==> src/rtl/fib_pkg.sv <==
// Shared types and constants for the Fibonacci/Lucas sequence engine.
package fib_pkg;

  typedef enum logic {
    ST_IDLE = 1'b0,
    ST_CALC = 1'b1
  } state_t;

  localparam logic MODE_FIB   = 1'b0;
  localparam logic MODE_LUCAS = 1'b1;

  localparam int unsigned FIB_SEED0   = 0;
  localparam int unsigned FIB_SEED1   = 1;
  localparam int unsigned LUCAS_SEED0 = 2;
  localparam int unsigned LUCAS_SEED1 = 1;

endpackage

==> src/rtl/fib_seq_engine_if.sv <==
// Start/status bus between the requester and the sequence engine.
interface fib_seq_engine_if #(
  parameter int unsigned WIDTH   = 16,
  parameter int unsigned N_WIDTH = 8
) ();

  logic               stb;
  logic [N_WIDTH-1:0] n;
  logic               mode;
  logic               busy;
  logic               done;
  logic [WIDTH-1:0]   result;
  logic               overflow;

  modport master (
    output stb, n, mode,
    input  busy, done, result, overflow
  );

  modport slave (
    input  stb, n, mode,
    output busy, done, result, overflow
  );

endinterface

==> src/rtl/fib_sat_adder.sv <==
// Term adder for the sequence engine. With FIB_SATURATE_EN defined the sum
// clamps to all-ones on carry; otherwise it wraps modulo 2^WIDTH.
module fib_sat_adder #(
  parameter int unsigned WIDTH = 16
) (
  input  logic [WIDTH-1:0] a,
  input  logic [WIDTH-1:0] b,
  output logic [WIDTH-1:0] sum_c,
  output logic             carry_c
);

  logic [WIDTH:0] full_sum;

  // Widened add, then wrap or clamp depending on build.
  always_comb begin
    full_sum = {1'b0, a} + {1'b0, b};
    carry_c  = full_sum[WIDTH];
`ifdef FIB_SATURATE_EN
    sum_c    = full_sum[WIDTH] ? '1 : full_sum[WIDTH-1:0];
`else
    sum_c    = full_sum[WIDTH-1:0];
`endif
  end

endmodule

==> src/rtl/fib_seq_engine.sv <==
// Iterative Fibonacci/Lucas engine: stb starts a run, busy covers it,
// done pulses when result/overflow update. Saturating adder selected by
// the FIB_SATURATE_EN macro.
module fib_seq_engine
  import fib_pkg::*;
#(
  parameter int unsigned WIDTH   = 16,
  parameter int unsigned N_WIDTH = 8
) (
  input  logic             clk,
  input  logic             rst,
  fib_seq_engine_if.slave  bus
);

  state_t             state_q, state_d;
  logic [WIDTH-1:0]   a_q, a_d, b_q, b_d;
  logic               ovf_a_q, ovf_a_d, ovf_b_q, ovf_b_d;
  logic [N_WIDTH-1:0] cnt_q, cnt_d;
  logic               busy_q, busy_d;
  logic               done_q, done_d;
  logic [WIDTH-1:0]   result_q, result_d;
  logic               overflow_q, overflow_d;

  logic [WIDTH-1:0]   sum_c;
  logic               carry_c;

  fib_sat_adder #(.WIDTH(WIDTH)) u_adder (
    .a       (a_q),
    .b       (b_q),
    .sum_c   (sum_c),
    .carry_c (carry_c)
  );

  // State register.
  always_ff @(posedge clk or posedge rst) begin
    if (rst) state_q <= ST_IDLE;
    else     state_q <= state_d;
  end

  // Next state, datapath and output values.
  always_comb begin
    state_d    = state_q;
    a_d        = a_q;
    b_d        = b_q;
    ovf_a_d    = ovf_a_q;
    ovf_b_d    = ovf_b_q;
    cnt_d      = cnt_q;
    busy_d     = busy_q;
    done_d     = 1'b0;
    result_d   = result_q;
    overflow_d = overflow_q;
    case (state_q)
      ST_IDLE: begin
        if (bus.stb) begin
          a_d        = (bus.mode == MODE_LUCAS) ? WIDTH'(LUCAS_SEED0) : WIDTH'(FIB_SEED0);
          b_d        = (bus.mode == MODE_LUCAS) ? WIDTH'(LUCAS_SEED1) : WIDTH'(FIB_SEED1);
          cnt_d      = bus.n;
          ovf_a_d    = 1'b0;
          ovf_b_d    = 1'b0;
          overflow_d = 1'b0;
          busy_d     = 1'b1;
          state_d    = ST_CALC;
        end
      end
      ST_CALC: begin
        if (cnt_q != '0) begin
          // b runs one term ahead, so an overflow only surfaces once it shifts into a.
          a_d     = b_q;
          b_d     = sum_c;
          ovf_a_d = ovf_b_q;
          ovf_b_d = ovf_a_q | ovf_b_q | carry_c;
          cnt_d   = cnt_q - N_WIDTH'(1);
        end else begin
          result_d   = a_q;
          overflow_d = ovf_a_q;
          done_d     = 1'b1;
          busy_d     = 1'b0;
          state_d    = ST_IDLE;
        end
      end
      default: state_d = ST_IDLE;
    endcase
  end

  // Datapath and output registers.
  always_ff @(posedge clk or posedge rst) begin
    if (rst) begin
      a_q        <= '0;
      b_q        <= '0;
      ovf_a_q    <= 1'b0;
      ovf_b_q    <= 1'b0;
      cnt_q      <= '0;
      busy_q     <= 1'b0;
      done_q     <= 1'b0;
      result_q   <= '0;
      overflow_q <= 1'b0;
    end else begin
      a_q        <= a_d;
      b_q        <= b_d;
      ovf_a_q    <= ovf_a_d;
      ovf_b_q    <= ovf_b_d;
      cnt_q      <= cnt_d;
      busy_q     <= busy_d;
      done_q     <= done_d;
      result_q   <= result_d;
      overflow_q <= overflow_d;
    end
  end

  assign bus.busy     = busy_q;
  assign bus.done     = done_q;
  assign bus.result   = result_q;
  assign bus.overflow = overflow_q;

endmodule

==> src/flat_wrapper.sv <==
// flat-port wrapper written by rule: the top's interface ports become plain ports
module fib_seq_engine_flat import fib_pkg::*;
#(
  parameter int unsigned WIDTH   = 16,
  parameter int unsigned N_WIDTH = 8
)
  (clk, rst, bus_stb, bus_n, bus_mode, bus_busy, bus_done, bus_result, bus_overflow);
  fib_seq_engine_if #(.WIDTH(WIDTH), .N_WIDTH(N_WIDTH)) bus_i ();
  input  logic clk;
  input  logic rst;
  input wire logic [$bits(bus_i.stb)-1:0] bus_stb;
  input wire logic [$bits(bus_i.n)-1:0] bus_n;
  input wire logic [$bits(bus_i.mode)-1:0] bus_mode;
  output wire logic [$bits(bus_i.busy)-1:0] bus_busy;
  output wire logic [$bits(bus_i.done)-1:0] bus_done;
  output wire logic [$bits(bus_i.result)-1:0] bus_result;
  output wire logic [$bits(bus_i.overflow)-1:0] bus_overflow;
  assign bus_i.stb = bus_stb;
  assign bus_i.n = bus_n;
  assign bus_i.mode = bus_mode;
  assign bus_busy = bus_i.busy;
  assign bus_done = bus_i.done;
  assign bus_result = bus_i.result;
  assign bus_overflow = bus_i.overflow;
  fib_seq_engine #(.WIDTH(WIDTH), .N_WIDTH(N_WIDTH)) u_core (.clk(clk), .rst(rst), .bus(bus_i));
endmodule
==> config.mk <==
export PLATFORM = sky130hd
export DESIGN_NAME = fib_seq_engine_flat
export DESIGN_NICKNAME = d
export VERILOG_FILES = /design/src/rtl/fib_pkg.sv /design/src/rtl/fib_seq_engine_if.sv /design/src/rtl/fib_sat_adder.sv /design/src/rtl/fib_seq_engine.sv /design/src/flat_wrapper.sv
export SDC_FILE = /design/constraint.sdc
export NUM_CORES = 1
export LEC_CHECK = 0
export ABC_AREA = 1
export CELL_PAD_IN_SITES_DETAIL_PLACEMENT = 1
export CELL_PAD_IN_SITES_GLOBAL_PLACEMENT = 1
export CORE_AREA = 2 2 98 100
export DETAILED_ROUTE_END_ITERATION = 10
export DIE_AREA = 0 0 100 102
export PLACE_DENSITY_LB_ADDON = 0.2
export SLEW_MARGIN = 20
export SYNTH_ARGS = -nofsm -noshare
export SYNTH_HDL_FRONTEND = slang
export SYNTH_SLANG_ARGS = --single-unit
==> constraint.sdc <==
create_clock -name clk -period 1.74 [get_ports clk]
set_clock_uncertainty 0.1 [all_clocks]
set_input_delay 0.261 -clock clk [delete_from_list [all_inputs] [get_ports clk]]
set_output_delay 0.261 -clock clk [all_outputs]
set_load 0.05 [all_outputs]
# Yosys cells after proc, flatten, opt, wreduce, memory -nomap -nowiden
# Cells that the tools add are included.
dict set report word_totals {
  ff_bits 62
  out_inout_bits 19
}
dict set report op_classes {
  n_addsub 2
  n_eq_ne 3
  n_mux 25
  bitwise 4
  reduce_logical 4
}
# op n
set op_table {}
lappend op_table {{$mux W16} 4}
lappend op_table {{$pmux W16 S2} 2}
lappend op_table {{$add A16 B16 Y17} 1}
lappend op_table {{$mux W8} 2}
lappend op_table {{$pmux W8 S2} 1}
lappend op_table {{$mux W1} 10}
lappend op_table {{$pmux W1 S2} 5}
lappend op_table {{$reduce_bool A8 Y1} 1}
lappend op_table {{$sub A8 B1 Y8 const B} 1}
lappend op_table {{$ne A2 B2 Y1 const B} 3}
lappend op_table {{$reduce_and A2 Y1} 3}
lappend op_table {{$mux W2} 1}
lappend op_table {{$not A1 Y1} 2}
lappend op_table {{$or A1 B1 Y1} 2}

# Longest topological paths before layout
# Gate-level depths: netlist of run 1.
dict set report depth {
  ltp_word 4
  depth_mapped 12
  mapped_depth_nobuf 12
}

# Modules after synthesis
# Synthesis of run 1 repeated with hierarchy kept, for this count alone.
dict set report unflattened {
  cells_unflattened 492
  hier_area_um2 3699.8
}
# mod instances cells_per_inst area_per_inst_um2
set by_module_without_submodules {}
lappend by_module_without_submodules {fib_seq_engine 1 307 2720.1}
lappend by_module_without_submodules {fib_sat_adder 1 185 979.7}

# Worst setup path before layout of run 1
# Ideal clock, no wire load.
dict set report synth_timing {
  path_type {register -> register}
  startpoint {reg u_core.b_q[0]}
  endpoint {reg u_core.b_q[14]}
  arrival_ns 1.424
  setup_slack_ns 0.099
  path_stages_with_launch 12
  n_path_buf 0
  period_less_slack_ns 1.641
  cell_sequence {dfrtp_1 -> ha_1 -> inv_1 -> fa_1 -> inv_1 -> nand2_1 -> nand3_1 -> nand2_1 -> nand2_1 -> nand2_1 -> nand3_1 -> nand2_1}
}
dict set report synth_between {
  elab_chain_len 3
}
# element line_no
set synth_rtl {}
lappend synth_rtl {{from (decl)} fib_seq_engine.sv:16} ;# logic [WIDTH-1:0] a_q, a_d, b_q, b_d;
lappend synth_rtl {{from (signal assigned)} fib_seq_engine.sv:89} ;# b_q <= '0;
lappend synth_rtl {{from (signal assigned)} fib_seq_engine.sv:99} ;# b_q <= b_d;
lappend synth_rtl {{$add A16 B16 Y17} fib_sat_adder.sv:16} ;# full_sum = {1'b0, a} + {1'b0, b};
lappend synth_rtl {{$mux W16} fib_seq_engine.sv:66} ;# if (cnt_q != '0) begin
lappend synth_rtl {{$pmux W16 S2} fib_seq_engine.sv:52} ;# case (state_q)
# Every way passes these cells. The select of a mux whose other input is x is not followed.
# A chain may end at the register's enable or synchronous reset.

# Worst setup path after layout of run 1
dict set report layout_timing {
  startpoint {reg u_core.b_q[0]}
  endpoint {reg u_core.b_q[10]}
}
# Same word-level chain as after synthesis.

==> results.md, run 1 <==
* Post-synthesis sequential area ratio at 44.3%
* GR peak layer: met2
* Die Y at 102 µm
* Critical path arrival at 1.85 ns
* Layout cell share with drive strength beyond 1 at 25.6%
* Mapped Cells at 458
* Layout Utilization at 51.2%
* Slew headroom at 77.4%
* M2 GR Usage at 32.8%
* Clock Path Buffers at 2
* Critical path class: reg -> reg
* Initial Utilization at 38.4%
* Layout Area Growth over Synthesis at 33.2%
* Max cap viols at 0
* Wirelength per Cell at 14.5 µm
* Syn avg cell area at 7.64 µm²
* CP Capture Type: register
* Clock-pin slew on the worst setup and hold paths at 0.08 ns
* Unique masters post-synth at 30
* Cell taking the most area after synthesis: dfrtp_1
* DRT Wirelength at 9.23 mm
* Grt ovf at 0
* Crit path buffers/inverters at 2
* CP top delay family: adder cells
* IO Pins at 31
* # fillers at 1139
* CP cell instances: ha_2, inv_2, fa_2, inv_2, nand2_2, nand3_4, nand2_2, nand2_1, nand2_1, nand3_2, nand2_1
* # diodes at 0
* Clock Sink Count at 62
* Yosys reg bits at 62
* Share of the synthesized area in the top cell type at 44.3%
* Max FO, Critical Path at 4
* TritonCTS clock tree: done
* Antenna violations before repair at 0
* Met1 GRT Util at 23.0%
* Worst skew pair latency at 0.34 ns
* Final min period at 1.72 ns
* CP required at 1.87 ns
* Peak Freq at 0.580 GHz
* First-pass iteration count of the detailed router at 4
* Synth area leaders: dfrtp_1 44%, nand2_1 14%, inv_1 8.3%, ha_1 6.4%, o21ai_0 5.0%
* Die Wd at 100 µm
* Flip-flop and latch area at 1550 µm²
* Slowest-stage cell, CP: fa_2
* Clock buffer count from CTS at 9
* Placed wire-length estimate at 6.18 mm
* Overall routing resource usage at 18.3%
* Post-route ant nets at 0
* Actual slew at the worst max-slew pin at 0.339 ns
* Slowest stage delay, CP at 0.37 ns
* Vias at 3119
* Multi-input logic area at 1840 µm²
* Nets at 550
* Count of non-filler cells in the finished layout at 635
* Placed insts at 605
* Gpl congestion at 0.810
* Num rows at 35
* Input/output buffers at 30
* DRC viols at 0
* Unrepaired setup endpoints after global routing: yes
* Final setup viols at 0
* Core area at 9110 µm²
* DRT iter0 DRCs at 75
* Crit share post-route at 99.1%
* Final hold viol count at 0
* Run status: completed
* H-tree levels at 3
* Via density at 4.91
* Largest net degree at the start of global routing at 63
* Kind of start point of the critical path: register
* Post-synth net total at 489
* Cell area after synthesis at 3500 µm²
* Met3 usage at 3.49%
* Root Buffer: clkbuf_8
* Min-delay worst type: in -> async
* Die ar. at 10200 µm²
* Max-slew violations at 0
* Number of global-route vias before repair at 3193
* First-pass GRT wire length at 14.8 mm
* Synth warn at 0
* CP most frequent cell: nand2_1
==> layer usage <==
layer,up-vias,share of wire [%]
li1,1569,-
met1,1507,46
met2,34,50
met3,9,2.9
met4,0,1.1
met5,-,0
==> sequential cells by signal (all words and copies together), names as in the netlist <==
register / cells
u_core.a_q: 16
u_core.b_q: 16
u_core.bus.result: 16
u_core.cnt_q: 8
u_core.bus.busy: 1
u_core.bus.done: 1
u_core.bus.overflow: 1
u_core.ovf_a_q: 1
u_core.ovf_b_q: 1
u_core.state_q: 1
==> kinds of logic (layout without fill, tap and decap cells) <==
logic type	Yosys count	in the layout	synth area share (%)
xor gates and xnor gates	1	1	0.250
buffers and inverters	92	158	10.8
DFF	62	62	44.3
and+or+nand+nor	200	200	24.5
adders and majority gates	19	19	7.01
AOI/OAI and AO/OA	84	84	13.1
==> layout by cell type (no fill, tap or decap), types with 3 or more instances in the layout <==
master,count
clkbuf_8,9
ha_4,11
clkdlybuf4s50_1,11
nor2_4,4
inv_2,12
a21oi_2,4
o22ai_1,8
dfrtp_1,61
nand2_1,111
ha_1,5
nand3b_1,3
nor3_1,3
buf_4,41
inv_1,67
a21oi_1,28
nand3_2,3
o21ai_1,6
clkbuf_16,3
o21ai_0,29
nand2_2,16
nand3_1,14
buf_12,7
nor2_1,32
o211ai_1,5
==> area by class of cell <==
cell class | instances | area share, %
clock buffer | 9 | 2.66
clock inverter | 7 | 1.58
inverter | 80 | 6.52
multi-input combinational | 304 | 39.4
sequential | 62 | 33.3
tap | 111 | 2.98
timing repair buffer | 62 | 13.6
==> cells in the mapped netlist <==
cell and n:
or2_2 2, dfrtp_1 62, nand3_1 18, and2_1 1
o22ai_1 8, o211ai_1 5, xor2_1 1, a31oi_2 1
nand2_4 3, nor2_2 1, a21oi_1 32, nor2_4 2
nor2_1 35, o2bb2ai_1 1, buf_4 4, o22a_1 1
inv_2 3, buf_2 3, a31oi_1 1, nand2_1 127
fa_1 1, nand3_4 1, nand4_1 2, clkbuf_1 3
nand3b_1 3, ha_1 18, nor3_1 5, o21ai_0 35
buf_6 2, inv_1 77
==> path summary, 6_finish.rpt <==
path / start / endpoint / slack [ns] / depth (start not counted)
worst min-delay path: rst / u_core.bus.result[1] / 0.25 / 3
worst min register to register: u_core.cnt_q[4] / u_core.cnt_q[4] / 0.39 / 1
worst max register to register: u_core.b_q[0] / u_core.b_q[10] / 0.02 / 11
min in group clk: bus_n[3] / u_core.cnt_q[3] / 0.39 / 3
max in group asynchronous: rst / u_core.a_q[10] / 1.01 / 3
worst max-delay path: u_core.b_q[0] / u_core.b_q[10] / 0.02 / 11
==> through the flow <==
step / hold WS [ns] / TNS [ns] / worst slack (ns) / instance area, µm²
detailed placement: 0.381 / -0.379 / -0.115 / 4040
finish: 0.252 / 0 / 0.0164 / 4660
global route: 0.270 / -0.390 / -0.0959 / 4660
CTS: 0.261 / -0.0337 / -0.0168 / 4320
floorplan: 0.280 / 0 / 0.0988 / 3500
global placement: 0.375 / -0.0972 / -0.0525 / 4040
==> worst register-to-register path, delay by kind of cell, from the launching register on <==
family                     cells  cell delay (ns)
and+or+nand+nor                7             0.46
buffers and inverters          2             0.12
adders and majority gates      2             0.56
DFF                            1             0.36
==> repair_timing <==
item                                    in CTS  in global routing
cloned                                       0                  3
pin swaps                                    4                 17
endpoints found under the setup margin      11                 20
hold buffers                                 0                  0
gates resized for setup                     18                 49
buffers inserted                             2                  9
Power of run 1 is not shown: default switching activity piles up to over one toggle a cycle in this logic, so the estimate is an artifact.
==> run 2, diff against run 1 <==
- CORE_AREA: 2 2 98 100 -> 5 5 101 103
- DIE_AREA: 0 0 100 102 -> 0 0 106 108
- SETUP_SLACK_MARGIN: not set -> 0.02
==> results.md, run 2 (same netlist as run 1, synthesis figures left out) <==
* Run status: finished, violations left
* Failing checks: setup timing
* Crit path buffers/inverters at 1 (-1)
* GR peak layer: met2
* Multi-input logic area at 1880 µm² (+2.3%)
* DRC viols at 0 (unchanged)
* Nets at 551 (+0.18%)
* Clock Path Buffers at 2 (unchanged)
* Wirelength per Cell at 15.6 µm (+7.7%)
* Met1 GRT Util at 22.2% (-0.72 points)
* Root Buffer: clkbuf_8
* Clock-pin slew on the worst setup and hold paths at 0.08 ns (about the same)
* M2 GR Usage at 29.9% (-2.9 points)
* Actual slew at the worst max-slew pin at 0.349 ns (+0.0101 ns)
* Min-delay worst type: in -> async
* Flip-flop and latch area at 1550 µm² (about the same)
* Grt ovf at 0 (unchanged)
* Max-slew violations at 0 (unchanged)
* Overall routing resource usage at 17.5% (-0.85 points)
* Post-route ant nets at 0 (unchanged)
* First-pass iteration count of the detailed router at 4 (unchanged)
* Initial Utilization at 38.4% (unchanged)
* Die ar. at 11400 µm² (+12%)
* Final Cell Area at 4750 µm² (+1.9%)
* Kind of start point of the critical path: register
* Clock buffer count from CTS at 9 (unchanged)
* Layout cell share with drive strength beyond 1 at 26.1% (+0.52 points)
* Placed Area at 4060 µm² (+0.37%)
* Worst setup slack after layout at -0.0169 ns (-0.0333 ns)
* Final hold viol count at 0 (unchanged)
* Vias at 3171 (+1.7%)
* Clock Sink Count at 62 (unchanged)
* Slowest stage delay, CP at 0.39 ns (+0.02 ns)
* # diodes at 0 (unchanged)
* # fillers at 1116 (-2.0%)
* Placed wire-length estimate at 6.61 mm (+7.1%)
* Crit share post-route at 101% (+1.9 points)
* Antenna violations before repair at 0 (unchanged)
* Gpl congestion at 0.837 (+3.3%)
* Die Wd at 106 µm (+6.0%)
* H-tree levels at 3 (unchanged)
* Critical path arrival at 1.92 ns (+0.07 ns)
* Via density at 4.99 (+1.5%)
* Worst skew pair latency at 0.35 ns (about the same)
* CP required at 1.90 ns (+0.03 ns)
* Met3 usage at 3.46% (-0.026 points)
* Largest net degree at the start of global routing at 63 (unchanged)
* DRT Wirelength at 9.95 mm (+7.8%)
* Slew headroom at 76.7% (-0.67 points)
* CP Capture Type: register
* Max FO, Critical Path at 3 (-1)
* IO Pins at 31 (unchanged)
* First-pass GRT wire length at 16.1 mm (+8.4%)
* Input/output buffers at 30 (unchanged)
* CP cell instances: ha_2, inv_2, fa_2, nor2_2, nor2_2, nor2_1, o21ai_0, nand2_1, o21ai_0
* Unrepaired setup endpoints after global routing: yes
* Layout Area Growth over Synthesis at 35.8%
* Setup tns final at -0.0169 ns (-0.0169 ns)
* Slowest-stage cell, CP: dfrtp_1
* Final hold slack at 0.232 ns (-0.0196 ns)
* Final setup viols at 1 (+1)
* Max cap viols at 0 (unchanged)
* Commonest cells after routing, fill and taps aside: 112 x nand2_1, 67 x inv_1, 62 x dfrtp_1
* Commonest non-fill, non-tap cell in the layout: nand2_1
* DRT iter0 DRCs at 98 (+31%)
* Num rows at 35 (unchanged)
* TritonCTS clock tree: done
* Peak Freq at 0.569 GHz (-1.9%)
* Die Y at 108 µm (+5.9%)
* Critical path class: reg -> reg
* Core area at 9110 µm² (unchanged)
* CP top delay family: adder cells
* DP Worst Slack at -0.0898 ns (+0.0249 ns)
* Final min period at 1.76 ns (+0.0333 ns)
* Number of global-route vias before repair at 3404 (+6.6%)
-- run 2: changes by cell type in the layout (fill, tap and decap cells not counted), sizes merged --
cell,delta
buf,+1
bufinv,+1
clkbuf,+2
clkinv,-2
inv,-1
-- run 2: stage by stage --
step / std cells / util, %
after global routing: 636 / 52.2
after floorplan: 458 / -
after detailed placement: 607 / 44.5
after CTS: 624 / 49.1
final: 636 / 52.2
after global placement: 607 / 44.5
-- run 2: worst reg2reg max path: cells and delay by family (launching register included) --
family          cells  cell delay (ns)
buf+inv             1             0.06
fa+ha+maj           2             0.42
flops               1             0.39
simple gates        4             0.34
compound gates      2             0.37
-- run 2: worst paths after layout --
path | from | to | slack [ns] | depth (start not counted)
max | u_core.a_q[0] | u_core.b_q[8] | -0.02 | 9
min reg2reg | u_core.cnt_q[4] | u_core.cnt_q[4] | 0.39 | 1
min | rst | u_core.bus.result[2] | 0.23 | 3
min in group clk | bus_n[3] | u_core.cnt_q[3] | 0.39 | 3
max in group asynchronous | rst | u_core.cnt_q[0] | 1.01 | 3
max reg2reg | u_core.a_q[0] | u_core.b_q[8] | -0.02 | 9
-- run 2: layout make-up --
type,count,area share [%]
repair buffers,63,13.6
well taps,111,2.92
inverters,80,6.45
clock inverters,5,1.71
clock buffers,11,3.19
multi-input cells,304,39.5
flip-flops and latches,62,32.6
-- run 2: per-layer routing --
layer	up-vias	share of wire, %
met2	29	52
met1	1563	45
met5	-	0
li1	1568	-
met3	11	1.8
met4	0	1.1
-- run 2: timing repair --
action                     in CTS  in global routing
gates resized for setup        26                 45
pin swaps                       6                 13
hold buffers                    0                  0
cloned                          0                  3
buffers inserted                1                  9
setup endpoints to repair      13                 45
Power of run 2 is left out for the same reason.
